==> config.mk <==
export PLATFORM = sky130hd
export DESIGN_NAME = fetch_buffer
export DESIGN_NICKNAME = d
export VERILOG_FILES = /design/src/rtl/fetch_buffer_pkg.sv /design/src/rtl/fetch_buffer_pc_check.sv /design/src/rtl/fetch_buffer.sv
export SDC_FILE = /design/constraint.sdc
export NUM_CORES = 1
export LEC_CHECK = 0
export BUFFER_PORTS_ARGS = -buffer_cell sky130_fd_sc_hd__buf_2
export CORE_MARGIN = 2
export CORE_UTILIZATION = 49
export CTS_CLUSTER_SIZE = 16
export DETAILED_ROUTE_END_ITERATION = 8
export GPL_TIMING_DRIVEN = 0
export HOLD_SLACK_MARGIN = 0.05
export MAX_ROUTING_LAYER = met4
export PLACE_DENSITY = 0.81
export SETUP_SLACK_MARGIN = 0.3
export SYNTH_ARGS = -nofsm -noshare
export SYNTH_HDL_FRONTEND = slang
export SYNTH_HIERARCHICAL = 1
export SYNTH_SLANG_ARGS = --single-unit
export TNS_END_PERCENT = 5
==> constraint.sdc <==
create_clock -name clk -period 3.57 [get_ports clk]
set_input_delay 0.714 -clock clk [delete_from_list [all_inputs] [get_ports clk]]
set_output_delay 0.714 -clock clk [all_outputs]
set_load 0.01 [all_outputs]
==> src/rtl/fetch_buffer_pkg.sv <==
// Shared CPU definitions used by the fetch path.
// Holds the PC reset value, the legal fetch window, the NOP encoding and the
// fetch-buffer entry layout, plus a helper that builds a buffer entry.
package fetch_buffer_pkg;

  // Architectural PC reset value; the fetch window starts at the same address.
  localparam logic [31:0] PC_RESET         = 32'h0000_3000;

  // Legal fetch window, both bounds inclusive.
  localparam logic [31:0] PC_BASE_DEFAULT  = 32'h0000_3000;
  localparam logic [31:0] PC_LIMIT_DEFAULT = 32'h0000_6FFC;

  // Instruction word substituted for any fetch that faults.
  localparam logic [31:0] INSTR_NOP        = 32'h0000_0000;

  // One slot of the fetch buffer.
  typedef struct packed {
    logic [31:0] pc;
    logic [31:0] instr;
    logic        exc;
  } fb_entry_t;

  // A faulting fetch keeps its own PC but never carries the fetched word
  // downstream, so decode sees a NOP tagged with the fault.
  function automatic fb_entry_t make_entry(input logic [31:0] pc,
                                           input logic [31:0] instr,
                                           input logic        exc);
    fb_entry_t e;
    e.pc    = pc;
    e.instr = exc ? INSTR_NOP : instr;
    e.exc   = exc;
    return e;
  endfunction

endpackage

==> src/rtl/fetch_buffer_pc_check.sv <==
// pc_check: combinational fetch-address fault detector.
// Latency: zero (pure combinational); no backpressure involvement.
// Ports: pc (fetch address in), exc (1 = misaligned or outside [BASE, LIMIT]).
module pc_check
  import fetch_buffer_pkg::*;
#(
  parameter logic [31:0] BASE  = PC_BASE_DEFAULT,
  parameter logic [31:0] LIMIT = PC_LIMIT_DEFAULT
) (
  input  logic [31:0] pc,
  output logic        exc
);

  logic misaligned;
  logic below_base;
  logic above_limit;

  assign misaligned  = (pc[1:0] != 2'b00);
  assign below_base  = (pc < BASE);
  assign above_limit = (pc > LIMIT);

  assign exc = misaligned || below_base || above_limit;

endmodule

==> src/rtl/fetch_buffer.sv <==
// fetch_buffer: flip-flop FIFO of {pc, instr, exc} between fetch and decode.
// Latency: a push in cycle N is visible at out_* in cycle N+1 (no empty bypass).
// Backpressure: in_ready = not full, from registered count only; when full a
//   same-cycle pop does not free a slot for the push. flush empties the buffer.
// Ports:
//   clk, reset          - clock, synchronous active-high reset
//   flush               - discard all entries (redirect), beats push/pop
//   in_valid/in_ready   - fetch handshake, in_pc/in_instr carried with it
//   out_valid/out_ready - decode handshake, head entry on out_pc/out_instr/out_exc
module fetch_buffer
  import fetch_buffer_pkg::*;
#(
  parameter int          DEPTH    = 2,
  parameter logic [31:0] PC_BASE  = PC_BASE_DEFAULT,
  parameter logic [31:0] PC_LIMIT = PC_LIMIT_DEFAULT
) (
  input  logic        clk,
  input  logic        reset,
  input  logic        flush,
  input  logic        in_valid,
  input  logic [31:0] in_pc,
  input  logic [31:0] in_instr,
  output logic        in_ready,
  output logic        out_valid,
  output logic [31:0] out_pc,
  output logic [31:0] out_instr,
  output logic        out_exc,
  input  logic        out_ready
);

  localparam int PTR_W = (DEPTH > 1) ? $clog2(DEPTH) : 1;
  localparam int CNT_W = PTR_W + 1;

  localparam logic [CNT_W-1:0] CNT_FULL = CNT_W'(DEPTH);
  localparam logic [CNT_W-1:0] CNT_ONE  = CNT_W'(1);
  localparam logic [PTR_W-1:0] PTR_ONE  = PTR_W'(1);

  fb_entry_t        mem [DEPTH];
  logic [PTR_W-1:0] wr_ptr;
  logic [PTR_W-1:0] rd_ptr;
  logic [CNT_W-1:0] count;

  logic             in_exc;
  fb_entry_t        in_entry;
  fb_entry_t        head;
  logic             push;
  logic             pop;

  // Fault classification happens on the way in, so the stored entry is final.
  pc_check #(
    .BASE  (PC_BASE),
    .LIMIT (PC_LIMIT)
  ) u_pc_check (
    .pc  (in_pc),
    .exc (in_exc)
  );

  assign in_entry = make_entry(in_pc, in_instr, in_exc);

  // Both handshake outputs come straight from the count register, which keeps
  // out_ready off the in_ready path (and forbids push-into-freed-slot when full).
  assign in_ready  = (count < CNT_FULL);
  assign out_valid = (count != '0);

  assign push = in_valid && in_ready;
  assign pop  = out_valid && out_ready;

  // Storage is reset to zero, so the head reads as zero rather than X when empty.
  assign head      = mem[rd_ptr];
  assign out_pc    = head.pc;
  assign out_instr = head.instr;
  assign out_exc   = head.exc;

  always_ff @(posedge clk) begin
    if (reset) begin
      wr_ptr <= '0;
      rd_ptr <= '0;
      count  <= '0;
      for (int i = 0; i < DEPTH; i++) begin
        mem[i] <= '0;
      end
    end else if (flush) begin
      // Entries are abandoned, not cleared: slot contents only change on push.
      wr_ptr <= '0;
      rd_ptr <= '0;
      count  <= '0;
    end else begin
      if (push) begin
        mem[wr_ptr] <= in_entry;
        wr_ptr      <= wr_ptr + PTR_ONE;
      end
      if (pop) begin
        rd_ptr <= rd_ptr + PTR_ONE;
      end
      case ({push, pop})
        2'b10:   count <= count + CNT_ONE;
        2'b01:   count <= count - CNT_ONE;
        default: count <= count;
      endcase
    end
  end

endmodule

=== Yosys cells after proc, flatten, opt, wreduce, memory -nomap -nowiden ===
Memory sizes are Yosys's and may differ from the RTL's. A register that Yosys moved wholly into a read port is not among the register bits.
Index checks and enable logic that the tools add are counted.

* Add/subtract/negate cells: 4
* $mul: 0
* Div/mod/pow operators: 0
* Magnitude comparators: 3
* Equal/unequal tests: 2
* Shifts and indexed selects: 0
* Mux-type cells: 13
* Bitwise operators: 0
* Reduce and logical (&&, ||, !) cells: 9

{| class="wikitable"
|+ Operator list
! kind !! number
|-
| two-way mux 65 bit || 1
|-
| OR reduction 65 bit || 1
|-
| > comparator 32 x 15 -> 1 bit (second input constant) || 1
|-
| < comparator 32 x 14 -> 1 bit (second input constant) || 1
|-
| two-way mux 32 bit || 1
|-
| two-way mux 1 bit || 10
|-
| nonzero test 2 bit || 3
|-
| one-hot mux 2 bit (2 select lines) || 1
|-
| adder 1 bit (second input constant) || 2
|-
| adder 2 x 1 -> 2 bit (second input constant) || 1
|-
| equality test 2 x 1 -> 1 bit (second input constant) || 1
|-
| equality test 2 bit (second input constant) || 1
|-
| logical AND 1 bit || 2
|-
| logical OR 1 bit || 2
|-
| < comparator 2 bit (second input constant) || 1
|-
| OR reduction 2 bit || 1
|-
| subtractor 2 x 1 -> 2 bit (second input constant) || 1
|}

* Flip-flop bits (word level): 4
* Bits in latches: 0
* RAM bits: 130
* Memory bits (read-only): 0
* Input port bits: 69
* Output and inout bits: 67
* Logic and storage cells: 35
* Memories kept: 1

{| class="wikitable"
|+ Memories
! memory !! words !! width !! rd ports !! clocked after Yosys merged registers in !! wr ports !! RTL line !! RTL
|-
| mem || 2 || 65 || 1 || 1 || 2 || fetch_buffer.sv:38 || <nowiki>fb_entry_t mem [DEPTH];</nowiki>
|}

=== Logic depth before layout (Yosys ltp) ===
Gate-level depths: netlist of run 1.

* Word-level depth: 8
* Mapped depth: 6
* Gate-level depth less buffers: 6

=== By module ===
Netlist of run 1, hierarchy kept.

{| class="wikitable"
|+ By module, submodules not included
! module !! times used !! cells each !! area each (um^2) !! seq. area each (um^2)
|-
| fetch_buffer || 1 || 411 || 5,900.7 || 4,003.8
|-
| pc_check || 1 || 9 || 55.1 || 0.0
|}

=== Worst setup path before layout of run 1 ===
Ideal clock, no wire load.

* Path type: input port to flip-flop
* Start: input flush
* End: memory mem[0][0] in the netlist's numbering, enable pin
* Setup time: 434 ps
* Arrival: 3,021 ps
* Data required time: 3,136 ps
* Path slack: 115 ps
* Stages on the path: 5
* Buffers on the path: 2
* Cells stage by stage: or2_1 -> buf_2 -> or3_1 -> buf_6 -> nand2b_1

{| class="wikitable"
|+ RTL lines
! item !! RTL line !! RTL
|-
| from (decl) || fetch_buffer.sv:19 || <nowiki>input logic flush,</nowiki>
|-
| to (decl) || fetch_buffer.sv:38 ||
|}

==> results of run 1 <==
how the worst max path moves through the flow:
stage               startpoint                        to  cells after the start
floorplan             in_valid   mem[1][0]$_SDFFCE_PN0P_                      3
global placement      in_valid  mem[1][49]$_SDFFCE_PN0P_                      4
detailed placement       reset  mem[0][34]$_SDFFCE_PN0P_                      6
CTS                   register                out_pc[12]                      4
global route          register                out_pc[24]                      4
finish                register                out_pc[12]                      4
routing by layer:
metal	routed length, µm	track usage	vias up
li1	-	-	1790
met1	5350	0.247	1824
met2	6220	0.323	125
met3	640	0.0492	13
met4	129	0.0837	0
met5	0	-	-
critical path: stages, from the launching register on:
cell      delay, ns
dfxtp_1        0.32
clkbuf_1       0.59
buf_2          0.42
mux2_2         0.39
buf_2          0.15
placed cells by master, fill, tap and decap left out, drive strengths merged, types with 2 or more instances in the layout:
| cell | n |
|---|---|
| xnor2 | 4 |
| bufinv | 3 |
| and2 | 66 |
| or2 | 2 |
| inv | 3 |
| edfxtp | 130 |
| nor2 | 69 |
| nand2b | 34 |
| and3 | 2 |
| nor4 | 4 |
| dfxtp | 5 |
| clkinvlp | 4 |
| clkbuf | 32 |
| or3 | 2 |
| clkinv | 6 |
| mux2 | 65 |
| buf | 145 |
| nor3 | 2 |
kinds of logic (layout without fill, tap and decap cells):
| group | count (synthesis) | after routing | synth area share |
|---|---|---|---|
| mux | 65 | 65 | 0.123 |
| xor+xnor | 5 | 5 | 0.00735 |
| compound gates | 3 | 3 | 0.00294 |
| buf+inv | 26 | 193 | 0.0227 |
| fa+ha+maj | 1 | 1 | 0.00210 |
| simple gates | 185 | 185 | 0.170 |
| flops | 135 | 135 | 0.672 |
stage by stage:
stage                      util  power, W  hold WS [ns]
after global placement    0.570   0.00213         0.499
after global routing      0.620   0.00395         0.571
after detailed placement  0.571   0.00214         0.511
final                     0.620   0.00383         0.520
after CTS                 0.620   0.00386         0.523
after floorplan               -   0.00201         0.481
registers in the layout, indices dropped and copies added, names as in the netlist, named ones only:
name and count:
mem 130, wr_ptr 1, rd_ptr 1, count 2
power breakdown:
group / internal, W / total (W) / switching [W] / leakage [nW]
Clock: 0.00109 / 0.00173 / 0.000642 / 0.272
Combinational: 0.000122 / 0.000269 / 0.000148 / 1.26
Sequential: 0.00181 / 0.00183 / 0.0000202 / 1.38
layout make-up:
cell class | instances | area (µm²) | area share
Clock inverter | 14 | 158 | 0.0213
Sequential cell | 135 | 4000 | 0.540
Tap cell | 147 | 184 | 0.0248
Multi-Input combinational cell | 259 | 1830 | 0.247
Buffer | 24 | 128 | 0.0172
Clock buffer | 18 | 429 | 0.0579
Timing Repair Buffer | 135 | 676 | 0.0911
Inverter | 2 | 7.51 | 0.00101
==> qor.yml, run 1 <==
finish:
  diodes: 0
  num-nets-final: 644
  finish.instance_area_um2: 7420
  fill_cells: 952
  drive_gt1_frac: 0.431
  stdcell_count: 734
  area_growth_pct: 24.5
worst_setup_path:
  r2r_slack_ns: 1.29
  critPathCaptureType: "primary output"
  cp_data_arrival_time_ns: 2.28
  required_ns: 2.86
  cp-start-kind: "register"
  reg2reg_from: "count[1]$_SDFFE_PP0P_"
  rr_endpoint: "mem[0][31]$_SDFFCE_PN0P_"
  crit_fanout: 10
  path_class: "reg -> out"
  rr_worst_depth: 5
worst_hold_path:
  hold_depth: 2
  hold_path_class: "reg -> reg"
  worstHoldStart: "rd_ptr$_SDFFE_PP0P_"
run:
  cap_viol_max_count: 0
floorplanning:
  row_count: 40
  die_y_um: 114
  die-area_um2: 13100
  start_util: 0.498
  io_pins: 136
  core-area_um2: 12000
  die_x_um: 114
clocking:
  clock_latency_ns: 0.41
  cts-hold-fix-buffers: 0
  clockRootBuffer: "clkbuf_16"
  cts_max_level: 4
  numClockSinks: 135
  tritoncts: "yes"
  clkTransAtPathRegs_ns: 0.05
  clock_path_buffers: 2
  post_cts_buffers: 0
  cts_made_buffers: 17
  post_cts_resized: 0
timing:
  rsz0062_at_grt: "false"
  hold_viol_final: 0
  drv_slew: 0
  period_minus_slack_ns: 2.99
  tightestPinTransition_ns: 0.971
  skew_ns: 0.00599
  timing.fmax_mhz: 334
  setup_ws_ns: 0.579
  slew_headroom: 0.353
  tns_ns: 0
  period_share: 0.838
  setup_viol: 0
placement:
  place_area_um2: 6830
  place.gp.congestion: 0.752
  dp_slack_ns: 0.762
  hpwlAfterDp_um: 7840
  place_inst: 702
  io_buffers: 135
yosys:
  yosys.area.top_type_share: 0.655
  synth_common_cells: "edfxtp_1 (130), and2_1 (66), mux2_2 (65)"
  synth_nets: 490
  yosys_most_used_dff: "edfxtp_1"
  ys_ff_latch: 135
  post-synth-top-count-cell: "edfxtp_1"
  synth_cells: 420
  synth.avg_cell_area_um2: 14.2
  yosysWarnings: 6
  synth-edff-count: 130
  synth_cell_types: 29
  synth_top_cell_by_area: "edfxtp_1"
  ys_seq_area_frac: 0.672
  yosys-top-cells-area: "edfxtp_1 (66%), mux2_2 (12%), and2_1 (6.9%)"
  async_flop_share: 0
  netlist_area_um2: 5960
route:
  ant_nets: 0
  first_pass_iters: 4
  drcViolationCount: 0
  drt_iter0_markers: 326
  vias_per_cell: 5.11
  wl_per_cell_um: 16.8
  vias: 3752
  routed_wl_um: 12300
power:
  ir_drop_mv: 0.319
  powerDensity_nw_per_um2: 517
  p_leak_nw: 2.92
global_route:
  grt_pass1_wl_um: 19000
  grt_pass1_vias: 3810
  grt_max_degree: 66
  grt_antenna_before_repair: 0
  track_usage: 0.202
  gr-total-overflow: 0
outcome:
  outcome: "complete, no violations"
Power figures use the tool's default switching activity.
==> inputs of run 2 (changes only) <==
--- a/config.mk
+++ b/config.mk
@@ -7,13 +7,13 @@
 export LEC_CHECK = 0
 export BUFFER_PORTS_ARGS = -buffer_cell sky130_fd_sc_hd__buf_2
 export CORE_MARGIN = 2
-export CORE_UTILIZATION = 49
+export CORE_UTILIZATION = 54
 export CTS_CLUSTER_SIZE = 16
 export DETAILED_ROUTE_END_ITERATION = 8
 export GPL_TIMING_DRIVEN = 0
 export HOLD_SLACK_MARGIN = 0.05
 export MAX_ROUTING_LAYER = met4
-export PLACE_DENSITY = 0.81
+export PLACE_DENSITY = 0.85
 export SETUP_SLACK_MARGIN = 0.3
 export SYNTH_ARGS = -nofsm -noshare
 export SYNTH_HDL_FRONTEND = slang
==> constraint.sdc (replaced) <==
create_clock -name clk -period 2.8 [get_ports clk]
set_input_delay 0.56 -clock clk [delete_from_list [all_inputs] [get_ports clk]]
set_output_delay 0.56 -clock clk [all_outputs]
set_load 0.01 [all_outputs]
==> qor.yml, run 2 (synthesis gave the netlist of run 1 again) <==
clocking:
  cts_made_buffers: 17  # unchanged
  cts_max_level: 4  # unchanged
  tritoncts: "yes"
  clock_path_buffers: 2  # unchanged
  clockRootBuffer: "clkbuf_8"
  clkTransAtPathRegs_ns: 0.06  # about the same
  cts-hold-fix-buffers: 0  # unchanged
  clock_latency_ns: 0.53  # +0.12 ns
  numClockSinks: 135  # unchanged
finish:
  layout_common_cells: "buf_2 (136), edfxtp_1 (130), and2_1 (66)"
  stdcell_count: 727  # -0.95%
  num-nets-final: 644  # unchanged
  largest_register_ffs: 130  # unchanged
  top_regs: "mem (130), count (2)"
  final_common_cell: "buf_2"
  diodes: 0  # unchanged
  drive_gt1_frac: 0.438  # +0.00681
  area_growth_pct: 25.3
  finish.utilization: 0.692  # +0.0714
  top_register: "mem"
placement:
  hpwlAfterDp_um: 8040  # +2.5%
  io_buffers: 135  # unchanged
  place_inst: 695  # -1.0%
  place.gp.congestion: 0.766  # +1.8%
  dp_slack_ns: 0.160  # -0.602 ns
route:
  first_pass_iters: 4  # unchanged
  routed_wl_um: 12400  # +0.75%
  ant_nets: 0  # unchanged
  drt_iter0_markers: 161  # -51%
  vias_per_cell: 5.20  # +1.7%
  drcViolationCount: 0  # unchanged
  wl_per_cell_um: 17.1  # +1.7%
  vias: 3780  # +0.75%
worst_setup_path:
  cp-start-kind: "register"
  rr_endpoint: "mem[0][28]$_SDFFCE_PN0P_"
  reg2reg_from: "count[1]$_SDFFE_PP0P_"
  crit_fanout: 10  # unchanged
  cpPeakStageDelay_ns: 0.36  # -0.23 ns
  path_class: "reg -> out"
  rr_worst_depth: 5  # unchanged
  slowest_stage: "mux2_2"
  cp_data_arrival_time_ns: 1.85  # -0.43 ns
  critPathCaptureType: "primary output"
  r2r_slack_ns: 0.51  # -0.78 ns
  required_ns: 2.24  # -0.62 ns
  path_cells: "clkbuf_4 -> buf_4 -> mux2_2 -> buf_2"
worst_hold_path:
  hold_path_class: "in -> reg"
  worstHoldStart: "in_pc[4]"
  holdPathEnd: "mem[1][37]$_SDFFCE_PN0P_"
  hold_depth: 2  # unchanged
global_route:
  grt_pass1_wl_um: 18500  # -2.3%
  grt_max_degree: 66  # unchanged
  track_usage: 0.222  # +0.0202
  grt_antenna_before_repair: 0  # unchanged
  gr-total-overflow: 0  # unchanged
  grt_pass1_vias: 3859  # +1.3%
floorplanning:
  row_count: 38  # -5.0%
  die_x_um: 109  # -4.6%
  io_pins: 136  # unchanged
  die-area_um2: 11900  # -8.9%
  die_y_um: 109  # -4.6%
  core-area_um2: 10800  # -9.8%
  start_util: 0.552  # +0.0539
timing:
  period_share: 0.861
  period_minus_slack_ns: 2.41
  rsz0062_at_grt: "false"
  slew_headroom: 0.378  # +0.0252
  skew_ns: 0.00810  # +0.00211 ns
  setup_ws_ns: 0.388  # -0.191 ns
  tightestPinTransition_ns: 0.933  # -0.0378 ns
  setup_viol: 0  # unchanged
  hold_viol_final: 0  # unchanged
  drv_slew: 0  # unchanged
  timing.fmax_mhz: 415
run:
  cap_viol_max_count: 0  # unchanged
power:
  ir_drop_mv: 0.373  # +17%
  powerDensity_nw_per_um2: 676  # +31%
  p_leak_nw: 2.94  # +0.89%
outcome:
  outcome: "complete, no violations"
## run 2: changes by cell type in the layout (fill, tap and decap cells not counted), moves of 2 or more
cell | previous run | this run
clkinv_1 | 4 | 1
buf_2 | 141 | 136
buf_4 | 0 | 5
bufinv_16 | 3 | 5
## run 2: cell type report
type                            instances  area (µm²)
Sequential cell                       135        4000
Fill cell                             778        3330
Multi-Input combinational cell        259        1830
Timing Repair Buffer                  135         676
Clock buffer                           19         422
Clock inverter                         13         203
Tap cell                              140         175
Buffer                                 24         145
Inverter                                2        7.51
## run 2: worst max-delay path by stage
stage,from,to,slack [ns],cells after the start
floorplan,flush,mem[0][0]$_SDFFCE_PN0P_,0.57,5
global placement,in_valid,mem[1][27]$_SDFFCE_PN0P_,-0.1,4
detailed placement,reset,mem[0][20]$_SDFFCE_PN0P_,0.16,6
CTS,register,out_pc[20],0.28,3
global route,register,out_pc[10],0.31,4
finish,register,out_instr[23],0.39,4
## run 2: repair_timing
item / 4_1_cts / 5_1_grt
buffers inserted: 0 / 0
resized for setup: 7 / 2
setup endpoints to repair: 65 / 10
## run 2: worst max-delay path: cells and delay by family, from the launching register on
family,cells,cell delay [ns]
buffers and inverters,3,0.63
muxes,1,0.36
DFF,1,0.33
## run 2: power breakdown
part           switching [W]  internal, W
sequential         0.0000258      0.00231
clock               0.000825      0.00153
combinational       0.000192     0.000157
total                0.00104      0.00400
## run 2: layer usage
layer  wire (µm)  vias to the layer above  global-route usage
li1            -                     1786                   -
met1        5060                     1857               0.247
met2        6530                      119               0.380
met3         646                       18              0.0478
met4         202                        0               0.107
met5           0                        -                   -
## run 2: metrics by stage
step	cell area [µm²]	hold slack (ns)	TNS, ns	total power, W
3_5_place_dp	6820	0.517	0	0.00273
2_1_floorplan	5970	0.481	0	0.00256
6_report	7460	0.319	0	0.00504
3_3_place_gp	6820	0.497	-6.10	0.00271
5_1_grt	7460	0.310	0	0.00519
4_1_cts	7460	0.300	0	0.00507
==> inputs of run 3 (changes only) <==
--- a/config.mk
+++ b/config.mk
@@ -12,7 +12,6 @@
 export DETAILED_ROUTE_END_ITERATION = 8
 export GPL_TIMING_DRIVEN = 0
 export HOLD_SLACK_MARGIN = 0.05
-export MAX_ROUTING_LAYER = met4
 export PLACE_DENSITY = 0.85
 export SETUP_SLACK_MARGIN = 0.3
 export SYNTH_ARGS = -nofsm -noshare
==> qor.yml, run 3 (synthesis gave the netlist of run 1 again) <==
clocking:
  cts_made_buffers: 17  # unchanged
  cts-hold-fix-buffers: 0  # unchanged
  clockRootBuffer: "clkbuf_8"
  post_cts_buffers: 0  # unchanged
  numClockSinks: 135  # unchanged
  clock_path_buffers: 2  # unchanged
  clock_latency_ns: 0.52  # about the same
  clkTransAtPathRegs_ns: 0.06  # about the same
  cts_max_level: 4  # unchanged
  tritoncts: "yes"
global_route:
  grt_max_degree: 66  # unchanged
  grt_pass1_wl_um: 18500  # -0.23%
  gr-total-overflow: 0  # unchanged
  grt_pass1_vias: 3862  # +0.078%
  track_usage: 0.215  # -0.00708
  grt_antenna_before_repair: 0  # unchanged
worst_setup_path:
  required_ns: 2.24  # about the same
  r2r_slack_ns: 0.51  # about the same
  cp_data_arrival_time_ns: 1.84  # about the same
  crit_fanout: 10  # unchanged
  critPathCaptureType: "primary output"
  cp-start-kind: "register"
  path_class: "reg -> out"
route:
  routed_wl_um: 12400  # -0.47%
  top_layer_used: "met4"
  dr_wl_met3_um: 630  # -2.5%
  ant_nets: 0  # unchanged
  wl_per_cell_um: 17.0  # -0.47%
  vias: 3796  # +0.42%
  route.met2.wl_um: 6540  # +0.21%
  drcViolationCount: 0  # unchanged
  drt_iter0_markers: 183  # +14%
  vias_per_cell: 5.22  # +0.42%
  wl_met1_um: 4990  # -1.5%
  first_pass_iters: 4  # unchanged
timing:
  hold_viol_final: 0  # unchanged
  slew_headroom: 0.374  # -0.00421
  skew_ns: 0.00676  # -0.00134 ns
  timing.fmax_mhz: 416  # +0.38%
  whs_ns: 0.323  # +0.00402 ns
  setup_viol: 0  # unchanged
  tightestPinTransition_ns: 0.939  # +0.00631 ns
  period_minus_slack_ns: 2.40  # -0.00921 ns
  drv_slew: 0  # unchanged
  period_share: 0.858  # -0.00329
  rsz0062_at_grt: "false"
placement:
  io_buffers: 135  # unchanged
  place.gp.congestion: 0.756  # -1.3%
  hpwlAfterDp_um: 8040  # unchanged
  place_inst: 695  # unchanged
  place_area_um2: 6820  # unchanged
worst_hold_path:
  hold_path_class: "in -> reg"
floorplanning:
  core-area_um2: 10800  # unchanged
  die_y_um: 109  # unchanged
  io_pins: 136  # unchanged
  start_util: 0.552  # unchanged
  die-area_um2: 11900  # unchanged
  die_x_um: 109  # unchanged
  row_count: 38  # unchanged
outcome:
  outcome: "complete, no violations"
finish:
  diodes: 0  # unchanged
  finish.utilization: 0.692  # unchanged
  top_regs: "mem (130), count (2)"
  final_common_cell: "buf_2"
  finish.instance_area_um2: 7460  # unchanged
  num-nets-final: 644  # unchanged
  area_growth_pct: 25.3  # unchanged
  drive_gt1_frac: 0.438  # unchanged
  largest_register_ffs: 130  # unchanged
  stdcell_count: 727  # unchanged
  layout_common_cells: "buf_2 (136), edfxtp_1 (130), and2_1 (66)"
  top_register: "mem"
power:
  ir_drop_mv: 0.373  # about the same
  p_leak_nw: 2.94  # unchanged
  powerDensity_nw_per_um2: 676  # about the same
run:
  cap_viol_max_count: 0  # unchanged
==> run 3: final cells by class <==
cell class / count / area (µm²)
repair buffers: 135 / 676
clock inverters: 13 / 203
fillers: 778 / 3330
well taps: 140 / 175
multi-input cells: 259 / 1830
plain buffers: 24 / 145
clock buffers: 19 / 422
inverters: 2 / 7.51
flip-flops and latches: 135 / 4000
==> run 3: path summary, 6_finish.rpt <==
path	from	end	depth (start not counted)
worst max register to register	count[1]$_SDFFE_PP0P_	mem[0][24]$_SDFFCE_PN0P_	5
worst max-delay path	register	out_pc[24]	4
worst min register to register	count[1]$_SDFFE_PP0P_	count[1]$_SDFFE_PP0P_	2
worst min-delay path	in_pc[4]	mem[1][37]$_SDFFCE_PN0P_	2
==> run 3: per-layer routing <==
| metal | vias up | global-route usage |
|---|---|---|
| met4 | 0 | 0.110 |
| met1 | 1877 | 0.242 |
| li1 | 1786 | - |
| met2 | 116 | 0.381 |
| met5 | - | 0 |
| met3 | 17 | 0.0490 |
==> run 3: critical path, cell delays in order (launching register included) <==
cell and delay (ns):
dfxtp_1 0.33, clkbuf_4 0.25, buf_4 0.23, mux2_2 0.36
buf_2 0.14
==> run 3: stage by stage <==
stage          TNS, ns  total power (W)  setup slack (ns)
6_report             0          0.00504             0.397
5_1_grt              0          0.00518             0.312
4_1_cts              0          0.00507             0.278
3_5_place_dp         0          0.00273             0.160
3_3_place_gp     -6.10          0.00271           -0.0969
2_1_floorplan        0          0.00256             0.572
==> run 3: report_power, final <==
group | switching (W) | total, W | internal (W)
registers | 0.0000258 | 0.00234 | 0.00231
clock network | 0.000823 | 0.00235 | 0.00153
logic | 0.000192 | 0.000349 | 0.000157
==> run 3: repair_timing <==
action	4_1_cts	5_1_grt
gates cloned	0	0
endpoints found under the setup margin	65	10
resized for setup	7	2
